<file path="config.mk">
export PLATFORM = sky130hd
export DESIGN_NAME = instr_fetch
export DESIGN_NICKNAME = d
export VERILOG_FILES = /design/src/rtl/instr_fetch_pkg.sv /design/src/rtl/fetch_fifo.sv /design/src/rtl/instr_fetch.sv
export SDC_FILE = /design/constraint.sdc
export NUM_CORES = 1
export LEC_CHECK = 0
export CAP_MARGIN = 20
export CORE_ASPECT_RATIO = 1.25
export CORE_MARGIN = 2
export CORE_UTILIZATION = 50
export DETAILED_ROUTE_END_ITERATION = 10
export HOLD_SLACK_MARGIN = 0.15
export PLACE_DENSITY = 0.76
export SYNTH_ARGS = -nofsm -noshare
export SYNTH_HDL_FRONTEND = slang
export SYNTH_SLANG_ARGS = --single-unit
</file>
<file path="constraint.sdc">
create_clock -name clk -period 3.67 [get_ports clk]
set_input_delay 0.5505 -clock clk [delete_from_list [all_inputs] [get_ports clk]]
set_output_delay 0.5505 -clock clk [all_outputs]
set_load 0.01 [all_outputs]
</file>
<file path="src/rtl/instr_fetch_pkg.sv">
// Shared fetch-side definitions: reset PC, NOP encoding, queue entry layout.
// Imported by instr_fetch and fetch_fifo.
package instr_fetch_pkg;

    localparam logic [31:0] RESET_PC_DEFAULT = 32'h0000_0000;
    localparam logic [31:0] NOP_INSTR        = 32'h0000_0000;
    localparam logic [31:0] PC_STEP          = 32'd4;

    typedef struct packed {
        logic [31:0] pc;
        logic [31:0] instr;
    } fetch_entry_t;

    function automatic logic [31:0] align_pc(input logic [31:0] pc);
        return pc & ~32'h3;
    endfunction

endpackage

</file>
<file path="src/rtl/fetch_fifo.sv">
// Synchronous prefetch FIFO holding {pc, instr} entries; flush empties it in one cycle.
// Pointers wrap naturally because DEPTH is a power of two.
module fetch_fifo #(
    parameter int DEPTH = 4,
    parameter int WIDTH = 64
) (
    input  logic                     clk,
    input  logic                     rst,
    input  logic                     flush,
    input  logic                     push,
    input  logic [WIDTH-1:0]         din,
    input  logic                     pop,
    output logic [WIDTH-1:0]         dout,
    output logic [$clog2(DEPTH):0]   count,
    output logic                     full,
    output logic                     empty
);
    localparam int AW = $clog2(DEPTH);

    logic [WIDTH-1:0] mem [DEPTH];
    logic [AW-1:0]    wr_ptr;
    logic [AW-1:0]    rd_ptr;
    logic             do_push;
    logic             do_pop;

    assign full    = (count == (AW+1)'(DEPTH));
    assign empty   = (count == '0);
    assign do_pop  = pop && !empty;
    assign do_push = push && (!full || pop);
    assign dout    = mem[rd_ptr];

    always_ff @(posedge clk or posedge rst) begin
        if (rst) begin
            wr_ptr <= '0;
            rd_ptr <= '0;
            count  <= '0;
        end else if (flush) begin
            wr_ptr <= '0;
            rd_ptr <= '0;
            count  <= '0;
        end else begin
            if (do_push) wr_ptr <= wr_ptr + AW'(1);
            if (do_pop)  rd_ptr <= rd_ptr + AW'(1);
            unique case ({do_push, do_pop})
                2'b10:   count <= count + (AW+1)'(1);
                2'b01:   count <= count - (AW+1)'(1);
                default: ;
            endcase
        end
    end

    // NOTE: storage is deliberately left out of reset; validity is tracked by count alone.
    always_ff @(posedge clk) begin
        if (do_push && !flush) mem[wr_ptr] <= din;
    end

endmodule

</file>
<file path="src/rtl/instr_fetch.sv">
// Instruction fetch: credit-limited sequential requests, prefetch queue, and
// redirect handling that flushes the queue and drops stale in-flight responses.
module instr_fetch
    import instr_fetch_pkg::*;
#(
    parameter int          DEPTH    = 4,
    parameter logic [31:0] RESET_PC = RESET_PC_DEFAULT
) (
    input  logic        clk,
    input  logic        rst,
    output logic        imem_req_valid,
    input  logic        imem_req_ready,
    output logic [31:0] imem_addr,
    input  logic        imem_rsp_valid,
    input  logic [31:0] imem_rsp_data,
    output logic        ir_valid,
    input  logic        ir_ready,
    output logic [31:0] IR,
    output logic [31:0] ir_pc,
    input  logic        redirect_valid,
    input  logic [31:0] redirect_pc
);
    localparam int          CW       = $clog2(DEPTH);
    localparam logic [31:0] START_PC = align_pc(RESET_PC);

    logic [31:0]  fetch_pc;
    logic [31:0]  rsp_pc;
    logic [31:0]  target_pc;
    logic [CW:0]  outstanding;
    logic [CW:0]  next_outstanding;
    logic [CW:0]  drop_cnt;
    logic [CW:0]  count;
    logic [CW+1:0] credit_used;
    logic         full;
    logic         empty;
    logic         req_fire;
    logic         rsp_keep;
    logic         pop;
    fetch_entry_t push_entry;
    fetch_entry_t head;

    // Conservative credit: a same-cycle pop does not free a slot.
    assign credit_used    = (CW+2)'(count) + (CW+2)'(outstanding);
    assign imem_req_valid = !rst && (credit_used < (CW+2)'(DEPTH));
    assign imem_addr      = fetch_pc;
    assign req_fire       = imem_req_valid && imem_req_ready;
    assign rsp_keep       = imem_rsp_valid && (drop_cnt == '0) && !redirect_valid;
    assign pop            = ir_valid && ir_ready;
    assign target_pc      = align_pc(redirect_pc);

    assign push_entry.pc    = rsp_pc;
    assign push_entry.instr = imem_rsp_data;

    assign ir_valid = !empty;
    assign IR       = empty ? NOP_INSTR : head.instr;
    assign ir_pc    = empty ? 32'h0     : head.pc;

    // NOTE: every always_comb output gets a default first so no latch is inferred.
    always_comb begin
        next_outstanding = outstanding;
        if (req_fire)       next_outstanding = next_outstanding + (CW+1)'(1);
        if (imem_rsp_valid) next_outstanding = next_outstanding - (CW+1)'(1);
    end

    always_ff @(posedge clk or posedge rst) begin
        if (rst) begin
            fetch_pc    <= START_PC;
            rsp_pc      <= START_PC;
            outstanding <= '0;
            drop_cnt    <= '0;
        end else begin
            outstanding <= next_outstanding;
            if (redirect_valid) begin
                // Everything still in flight after this edge belongs to the old stream.
                fetch_pc <= target_pc;
                rsp_pc   <= target_pc;
                drop_cnt <= next_outstanding;
            end else begin
                if (req_fire) fetch_pc <= fetch_pc + PC_STEP;
                if (imem_rsp_valid) begin
                    if (drop_cnt != '0) drop_cnt <= drop_cnt - (CW+1)'(1);
                    else                rsp_pc   <= rsp_pc + PC_STEP;
                end
            end
        end
    end

    fetch_fifo #(
        .DEPTH (DEPTH),
        .WIDTH ($bits(fetch_entry_t))
    ) u_fifo (
        .clk   (clk),
        .rst   (rst),
        .flush (redirect_valid),
        .push  (rsp_keep),
        .din   (push_entry),
        .pop   (pop),
        .dout  (head),
        .count (count),
        .full  (full),
        .empty (empty)
    );

    no_overflow: assert property (@(posedge clk) disable iff (rst) !(full && rsp_keep && !pop));

endmodule

</file>
==> results_dict.tcl, run 1 <==
set metrics [dict create \
    synth_cell_types 51 \
    detail_route.vias_per_cell 5.58 \
    rr_worst_depth 5 \
    antennaDiodeCount 0 \
    slew_violations 0 \
    drive_above_1_share_pct 17.4 \
    cp-startpoint "u_fifo.count[0]" \
    start_util_pct 50.8 \
    grt_max_degree 66 \
    fin_crit_sh_pct 88.8 \
    rr_endpoint "rsp_pc[31]" \
    drv_cap 0 \
    synth_area_per_cell_um2 16.4 \
    fin_nets 1091 \
    drt_iter0_markers 473 \
    async_flop_share_pct 22.7 \
    core_um2 26800 \
    fp.dieH_um 189 \
    status "complete, no violations" \
    cts-hold-fix-buffers 0 \
    syn_inst 830 \
    rsz0062_at_grt "no" \
    detailed_place_hpwl_um 17200 \
    drtPass1Iterations 7 \
    synth_commonest_cells "edfxtp_1 (248), dfrtp_1 (73), and2_1 (68)" \
    synth_ff_type "edfxtp_1" \
    r2r_setup_slack_ns 1.02 \
    port-buffer-count 161 \
    cp.required_ns 3.12 \
    drc_errors 0 \
    path_max_fanout 45 \
    ir_drop_mv 0.350 \
    grt_pass1_wl_um 42400 \
    endpoint_kind "primary output" \
    netlist_area_um2 13600 \
    fin_total_pwr_mw 10.5 \
    track_usage_pct 19.3 \
    antenna_found_initial 0 \
    postCtsSetupBuffers 0 \
    yosysSeqAreaShare_pct 68.0 \
    drt_wl_total_um 27500 \
    cts_buffers 30 \
    hold_violations 0 \
    post_drt_wl_per_cell_um 20.0 \
    synth_edf_count 248 \
    ctsResizeCount 0 \
    total_leakage_power_nw 5.73 \
    clk_path_buf_depth 3 \
    io_pins 168 \
    setup_viol 0 \
    gr-total-overflow 0 \
    fp.dieW_um 152 \
    filler_cell_count 1956 \
    fin_worst_skew_ns 0.0213 \
    multiInputGateArea_um2 4150 \
    area_growth_pct 24.0 \
    worstPathArrival_ns 2.71 \
    max_freq_ghz 0.307 \
    yosysTopAreaCell "edfxtp_1" \
    tightest_slew_ns 1.05 \
    ant_nets 0 \
    clkTransAtPathRegs_ns 0.06 \
    yosys_warnings 0 \
    synth_seq_cells 321 \
    fin_tns_setup_ns 0 \
    cts_max_level 1 \
    place_congestion 0.902 \
    rows 67 \
    synth_top_cell_area_share_pct 54.6 \
    hold_class "in2async" \
    dieArea_um2 28600 \
    critPathKind "reg2out" \
    grt_pass1_vias 7844 \
    r2r_start "rsp_pc[19]" \
    cts_root_buffer "clkbuf_16" \
    seq_area_um2 9280 \
    cts_tree "built" \
    slew_headroom_pct 29.2 \
    start_kind "register" \
    vias 7678 \
    insertion_delay_ns 0.55 \
    fin_crit_ns 3.26 \
    clock_sinks 321 \
    yosys-top-cells-area "edfxtp_1 (55%), dfrtp_1 (13%), mux4_2 (10%), and2_1 (3.1%), mux2_2 (2.3%)" \
    yosysMostFrequentCell "edfxtp_1" \
    power_density_nw_per_um2 619 \
]
## sequential cells by signal (all words and copies together) (netlist names)
register	count
u_fifo.wr_ptr	2
drop_cnt	3
u_fifo.rd_ptr	2
u_fifo.mem	248
rsp_pc	30
imem_addr	30
outstanding	3
u_fifo.count	3
## cell families (layout without fill, tap and decap cells)
group	after synthesis	count (layout)	share of synthesized area, %
compound gates	49	49	2.33
xor+xnor	54	54	3.47
fa+ha+maj	13	13	1.25
buf+inv	54	253	1.69
flops	321	321	68.0
mux	98	98	13.1
other cells	1	4	0.0275
simple gates	240	240	10.1
## per-stage QoR
step | hold slack (ns) | utilization [%] | cells | instance area (µm²) | setup slack (ns)
2_1_floorplan | 0.496 | - | 833 | 13600 | 0.216
3_3_place_gp | 0.528 | 58.7 | 1320 | 15800 | 0.661
3_5_place_dp | 0.559 | 58.7 | 1320 | 15800 | 0.612
4_1_cts | 0.543 | 63.0 | 1376 | 16900 | 0.199
5_1_grt | 0.592 | 63.0 | 1377 | 16900 | 0.279
6_report | 0.536 | 63.0 | 1377 | 16900 | 0.412
## area by class of cell
type	instances	area share, %
clock inverter	17	1.78
clock buffer	39	4.94
sequential	321	54.9
tap	345	2.55
timing repair buffer	183	11.0
multi-input combinational	458	24.5
inverter	14	0.311
## worst max path at each step
stage / end / slack (ns) / depth (start not counted)
2_1_floorplan: u_fifo.mem[1][0] / 0.22 / 4
3_3_place_gp: rsp_pc[16] / 0.66 / 6
3_5_place_dp: rsp_pc[16] / 0.61 / 6
4_1_cts: ir_pc[6] / 0.20 / 3
5_1_grt: ir_pc[6] / 0.28 / 4
6_report: ir_pc[5] / 0.41 / 4
## routing by layer
metal / wire (µm) / GRT usage, % / share of wire [%]
met3: 1360 / 2.71 / 4.9
met5: 0 / 0 / 0
met2: 14000 / 33.4 / 51
met1: 11300 / 25.2 / 41
met4: 834 / 6.30 / 3.0
## cell usage in the layout (no fill, tap or decap), types with 8 or more instances in the layout
master           netlist  routed
edfxtp_1             248     248
clkdlybuf4s50_1        0     161
dfrtp_1               73      71
and2_1                68      64
mux4_2                62      62
nand2_1               32      32
xnor2_1               31      31
clkbuf_16              0      30
mux2_2                28      28
nor2_1                27      27
nand3_1               24      24
xor2_1                23      23
nand4_1               21      21
nor3_1                20      20
buf_4                  5      15
a21oi_1               14      14
inv_1                 13      12
ha_1                  12      12
and3_1                11      11
mux2i_1                8       8
a31oi_1                8       8
bufinv_16              0       8
## power by group
part	internal (mW)	switching, mW	total, mW	leakage, nW
registers	4.16	0.233	4.39	3.08
logic	1.46	1.16	2.62	2.10
clock network	2.16	1.29	3.46	0.553
total	7.78	2.68	10.5	5.73
## worst max-delay path, cell delays in order, from the launching register on
cell             delay, ns
dfrtp_1               0.47
or3_2                 0.71
buf_12                0.26
and2_1                0.16
clkdlybuf4s50_1       0.54
Power figures use the tool's default switching activity.
==> run 2: changes to the inputs <==
--- a/config.mk
+++ b/config.mk
@@ -9,9 +9,11 @@
 export CORE_ASPECT_RATIO = 1.25
 export CORE_MARGIN = 2
 export CORE_UTILIZATION = 50
+export CTS_CLUSTER_DIAMETER = 30
 export DETAILED_ROUTE_END_ITERATION = 10
 export HOLD_SLACK_MARGIN = 0.15
 export PLACE_DENSITY = 0.76
 export SYNTH_ARGS = -nofsm -noshare
 export SYNTH_HDL_FRONTEND = slang
 export SYNTH_SLANG_ARGS = --single-unit
+export TNS_END_PERCENT = 20
==> run 2 against run 1 <==
Routed wire length rose by 2.0%; sequential cell count did not move; setup slack improved by 0.045 ns; sequential power barely moved; register-to-register slack improved by 0.03 ns; clock skew rose by 0.0030 ns.
==> results_dict.tcl, run 2 (synthesized netlist as in run 1, its figures left out) <==
set metrics [dict create \
    drive_above_1_share_pct 20.4 \
    detailed_place_hpwl_um 17200 \
    path_max_fanout 46 \
    drtPass1Iterations 5 \
    cts_tree "built" \
    setup_viol 0 \
    clock_power_share_pct 40.4 \
    instances_no_fill 1411 \
    vias 7803 \
    largest_reg_flops 248 \
    seq_area_um2 9280 \
    fin_worst_skew_ns 0.0243 \
    max_freq_ghz 0.311 \
    filler_cell_count 1889 \
    drc_errors 0 \
    ant_nets 0 \
    internal_power_mw 8.64 \
    power_density_nw_per_um2 673 \
    cp-startpoint "u_fifo.count[0]" \
    detail_route.vias_per_cell 5.53 \
    cts_buffers 48 \
    fin_tns_setup_ns 0 \
    seq_power_share_pct 37.3 \
    largest_register "u_fifo.mem" \
    critPathKind "reg2out" \
    grt_pass1_vias 8156 \
    hold_ws_ns 0.544 \
    multiInputGateArea_um2 4150 \
    ctsResizeCount 0 \
    fin_crit_ns 3.21 \
    gr-total-overflow 0 \
    dieArea_um2 28600 \
    endpoint_kind "primary output" \
    fin_total_pwr_mw 11.8 \
    cp.required_ns 3.12 \
    drt_iter0_markers 501 \
    slew_headroom_pct 25.7 \
    clk_path_buf_depth 3 \
    io_pins 168 \
    rr_worst_depth 5 \
    insertion_delay_ns 0.55 \
    fin_nets 1109 \
    core_um2 26800 \
    fin_crit_sh_pct 87.5 \
    track_usage_pct 19.8 \
    r2r_setup_slack_ns 1.05 \
    dp.cells 1320 \
    final_common_cell "edfxtp_1" \
    power.switching_mw 3.14 \
    ir_drop_mv 0.518 \
    total_leakage_power_nw 6.02 \
    antenna_found_initial 0 \
    hold_class "in2async" \
    combPwrFrac_pct 22.2 \
    fp.dieW_um 152 \
    worstPathArrival_ns 2.66 \
    rows 67 \
    final_cell_mix "edfxtp_1 (248), clkdlybuf4s50_1 (161), dfrtp_1 (71), and2_1 (64), mux4_2 (62)" \
    place_area_um2 15800 \
    postCtsSetupBuffers 0 \
    port-buffer-count 161 \
    r2r_start "rsp_pc[19]" \
    fin_area_um2 17500 \
    hold_violations 0 \
    rr_endpoint "rsp_pc[31]" \
    fp.dieH_um 189 \
    drt_wl_total_um 28100 \
    cts_root_buffer "clkbuf_16" \
    cts-hold-fix-buffers 0 \
    start_util_pct 50.8 \
    rsz0062_at_grt "no" \
    slew_violations 0 \
    clkTransAtPathRegs_ns 0.06 \
    post_drt_wl_per_cell_um 19.9 \
    status "complete, no violations" \
    cts_max_level 2 \
    area_growth_pct 28.4 \
    clock_sinks 321 \
    start_kind "register" \
    grt_pass1_wl_um 43300 \
    p_sw_share_pct 26.6 \
    antennaDiodeCount 0 \
    tightest_slew_ns 1.11 \
    grt_max_degree 66 \
    drv_cap 0 \
    place_congestion 0.902 \
]
run 2: cell types whose count changed in the layout (fill, tap and decap cells not counted), sizes merged:
cell / previous run / this run
bufinv: 8 / 7
clkbuf: 39 / 52
clkinv: 8 / 13
clkinvlp: 1 / 4
inv: 14 / 28
run 2: critical path: stages (launching register included):
cell	delay, ns
dfrtp_1	0.46
or3_2	0.69
buf_12	0.26
and2_1	0.15
clkdlybuf4s50_1	0.54
run 2: through the flow:
step                      setup WS, ns  utilization (%)
final                            0.457             65.2
after global routing             0.333             65.2
after CTS                        0.226             65.2
after detailed placement         0.612             58.7
after global placement           0.661             58.7
after floorplan                  0.216                -
run 2: layout make-up:
cell class	count	share of cell area, %
clock inverter	38	2.81
tap	345	2.47
inverter	14	0.300
multi-input combinational	458	23.7
timing repair buffer	183	10.7
sequential	321	53.0
clock buffer	52	7.07
run 2: how the worst max path moves through the flow:
stage | endpoint | slack (ns) | cells past startpoint
final | ir_pc[6] | 0.46 | 4
after global routing | ir_pc[5] | 0.33 | 4
after CTS | ir_pc[5] | 0.23 | 3
after detailed placement | rsp_pc[16] | 0.61 | 6
after global placement | rsp_pc[16] | 0.66 | 6
after floorplan | u_fifo.mem[1][0] | 0.22 | 4
run 2: power by group through the flow:
stage	Combinational (mW)	Sequential (mW)	Clock [mW]
final	2.62	4.39	4.76
after global routing	2.86	4.42	5.00
after CTS	2.63	4.39	4.85
after detailed placement	2.62	4.46	0
after global placement	2.59	4.44	0
after floorplan	1.51	4.39	0
run 2: per-layer routing:
layer | track usage, % | wire (µm)
met1 | 25.5 | 11400
met2 | 33.7 | 14300
met3 | 3.27 | 1460
met4 | 7.55 | 846
met5 | 0 | 0
==> run 3: changes to the inputs <==
--- a/config.mk
+++ b/config.mk
@@ -11,8 +11,10 @@
 export CORE_UTILIZATION = 50
 export CTS_CLUSTER_DIAMETER = 30
 export DETAILED_ROUTE_END_ITERATION = 10
+export GPL_TIMING_DRIVEN = 0
 export HOLD_SLACK_MARGIN = 0.15
 export PLACE_DENSITY = 0.76
+export SETUP_SLACK_MARGIN = 0.05
 export SYNTH_ARGS = -nofsm -noshare
 export SYNTH_HDL_FRONTEND = slang
 export SYNTH_SLANG_ARGS = --single-unit
==> run 3 against run 2 <==
Total power rose by 2.0%; global-route usage rose by 0.89 points; maximum frequency fell by 7.8%; final area rose by 0.84%; count of clock-buffer cells in the layout rose by 7; routed wire length rose by 5.5%; combinational power barely moved; clock power rose by 4.4%; sequential share of layout area fell by 0.47 points; setup slack got worse by 0.27 ns; critical endpoint is now ir_pc[4]; highest routed layer unchanged.
==> results_dict.tcl, run 3 (synthesized netlist as in run 1, its figures left out) <==
set metrics [dict create \
    cts_tree "built" \
    area_growth_pct 29.5 \
    max_freq_ghz 0.287 \
    rr_worst_depth 11 \
    worstPathArrival_ns 2.94 \
    crit_family "buffers and inverters" \
    hold_class "in2reg" \
    cpPeakStageDelay_ns 0.66 \
    detailed_place_hpwl_um 18800 \
    r2r_setup_slack_ns 0.82 \
    final_cell_mix "edfxtp_1 (248), clkdlybuf4s50_1 (159), dfrtp_1 (73), and2_1 (64), mux4_2 (62)" \
    start_util_pct 50.8 \
    track_usage_pct 20.7 \
    ir_drop_mv 0.444 \
    port-buffer-count 159 \
    total_leakage_power_nw 6.09 \
    slew_headroom_pct 39.7 \
    drt_wl_total_um 29600 \
    path_max_fanout 10 \
    drive_above_1_share_pct 20.1 \
    drv_cap 0 \
    fin_nets 1135 \
    fp.dieW_um 152 \
    worst-path-stages 4 \
    rsz0062_at_grt "yes" \
    cts_buffers 54 \
    hold_path_depth 2 \
    clk_path_buf_depth 3 \
    cp.required_ns 3.12 \
    grt_max_degree 58 \
    io_pins 168 \
    antennaDiodeCount 0 \
    endpoint_kind "primary output" \
    place_area_um2 15800 \
    core_um2 26800 \
    final_common_cell "edfxtp_1" \
    drc_errors 0 \
    drtPass1Iterations 5 \
    grt_pass1_vias 8291 \
    tightest_slew_ns 0.898 \
    fin_crit_ns 3.49 \
    post_drt_wl_per_cell_um 20.6 \
    filler_cell_count 1913 \
    clkTransAtPathRegs_ns 0.05 \
    fp.dieH_um 189 \
    place_congestion 0.854 \
    rows 67 \
    clock_sinks 321 \
    cp_slowest_cell "dfrtp_1" \
    path_cells "buf_2 -> mux4_2 -> and2_1 -> clkdlybuf4s50_1" \
    status "complete, no violations" \
    cts_max_level 2 \
    critPathKind "reg2out" \
    postCtsSetupBuffers 0 \
    drt_iter0_markers 564 \
    fin_crit_sh_pct 95.0 \
    slew_violations 0 \
    vias 8046 \
    setup_viol 0 \
    largest_reg_flops 248 \
    hold_violations 0 \
    cts_root_buffer "clkbuf_16" \
    setup_ws_ns 0.184 \
    detail_route.vias_per_cell 5.58 \
    fin_area_um2 17600 \
    ant_nets 0 \
    antenna_found_initial 0 \
    dieArea_um2 28600 \
    largest_register "u_fifo.mem" \
    grt_pass1_wl_um 45100 \
    start_kind "register" \
    fin_worst_skew_ns 0.0235 \
    power_density_nw_per_um2 680 \
    pre_cts_ws_ns 0.246 \
    gr-total-overflow 0 \
    insertion_delay_ns 0.55 \
    cp_num_buf_inv 2 \
]
## run 3: cell count changes in the layout (fill, tap and decap cells not counted), moves of 4 or more
cell	delta
and2_4	+4
and2_2	-4
clkbuf_16	+6
buf_16	+5
clkbuf_1	+23
buf_4	-10
clkinvlp_4	+4
buf_2	+8
buf_12	-7
## run 3: cell type report
class | count | area, µm² | share of cell area, %
sequential | 321 | 9270 | 52.5
multi-input combinational | 458 | 4150 | 23.5
timing repair buffer | 165 | 1730 | 9.83
clock buffer | 59 | 1390 | 7.88
clock inverter | 42 | 440 | 2.50
tap | 345 | 432 | 2.45
buffer | 38 | 173 | 0.978
inverter | 14 | 55.1 | 0.312
## run 3: path summary, 6_finish.rpt
path | startpoint | to
worst max-delay path | u_fifo.rd_ptr[0] | ir_pc[4]
max in group asynchronous | rst | imem_addr[13]
min in group asynchronous | rst | outstanding[0]
worst max register to register | u_fifo.count[2] | drop_cnt[2]
worst min-delay path | imem_rsp_valid | outstanding[0]
worst min register to register | u_fifo.wr_ptr[0] | u_fifo.wr_ptr[0]
## run 3: worst register-to-register path, cell delays in order, from the launching register on
cell and delay [ns]:
dfrtp_1 0.46, ha_1 0.23, nor4_2 0.42, and3_1 0.34, buf_2 0.28, mux2i_1 0.29, ha_1 0.18, nand2_1 0.07
xnor2_1 0.18, xnor2_1 0.16, nand2_1 0.08, o21ai_0 0.09
## run 3: metal layers
metal  track usage, %  wire length [µm]
met1             25.6             11700
met2             36.2             15400
met3             3.80              1720
met4             7.48               875
met5                0                 0
## run 3: timing repair
item	CTS	global route
setup endpoints to repair	59	18
gates resized for setup	2	0
hold buffers	0	0
## run 3: power by group
group	switching (mW)	internal [mW]
registers	0.230	4.16
logic	1.22	1.43
clock network	1.87	3.10
## run 3: metrics by stage
step | std cells | total power, mW | hold WS [ns] | setup TNS [ns] | utilization (%)
floorplan | 833 | 5.90 | 0.496 | 0 | -
CTS | 1441 | 12.1 | 0.282 | 0 | 65.8
global placement | 1337 | 7.06 | 0.534 | -376.77 | 58.4
detailed placement | 1342 | 7.13 | 0.540 | 0 | 59.0
global route | 1442 | 12.5 | 0.314 | 0 | 65.8
finish | 1442 | 12.0 | 0.308 | 0 | 65.8
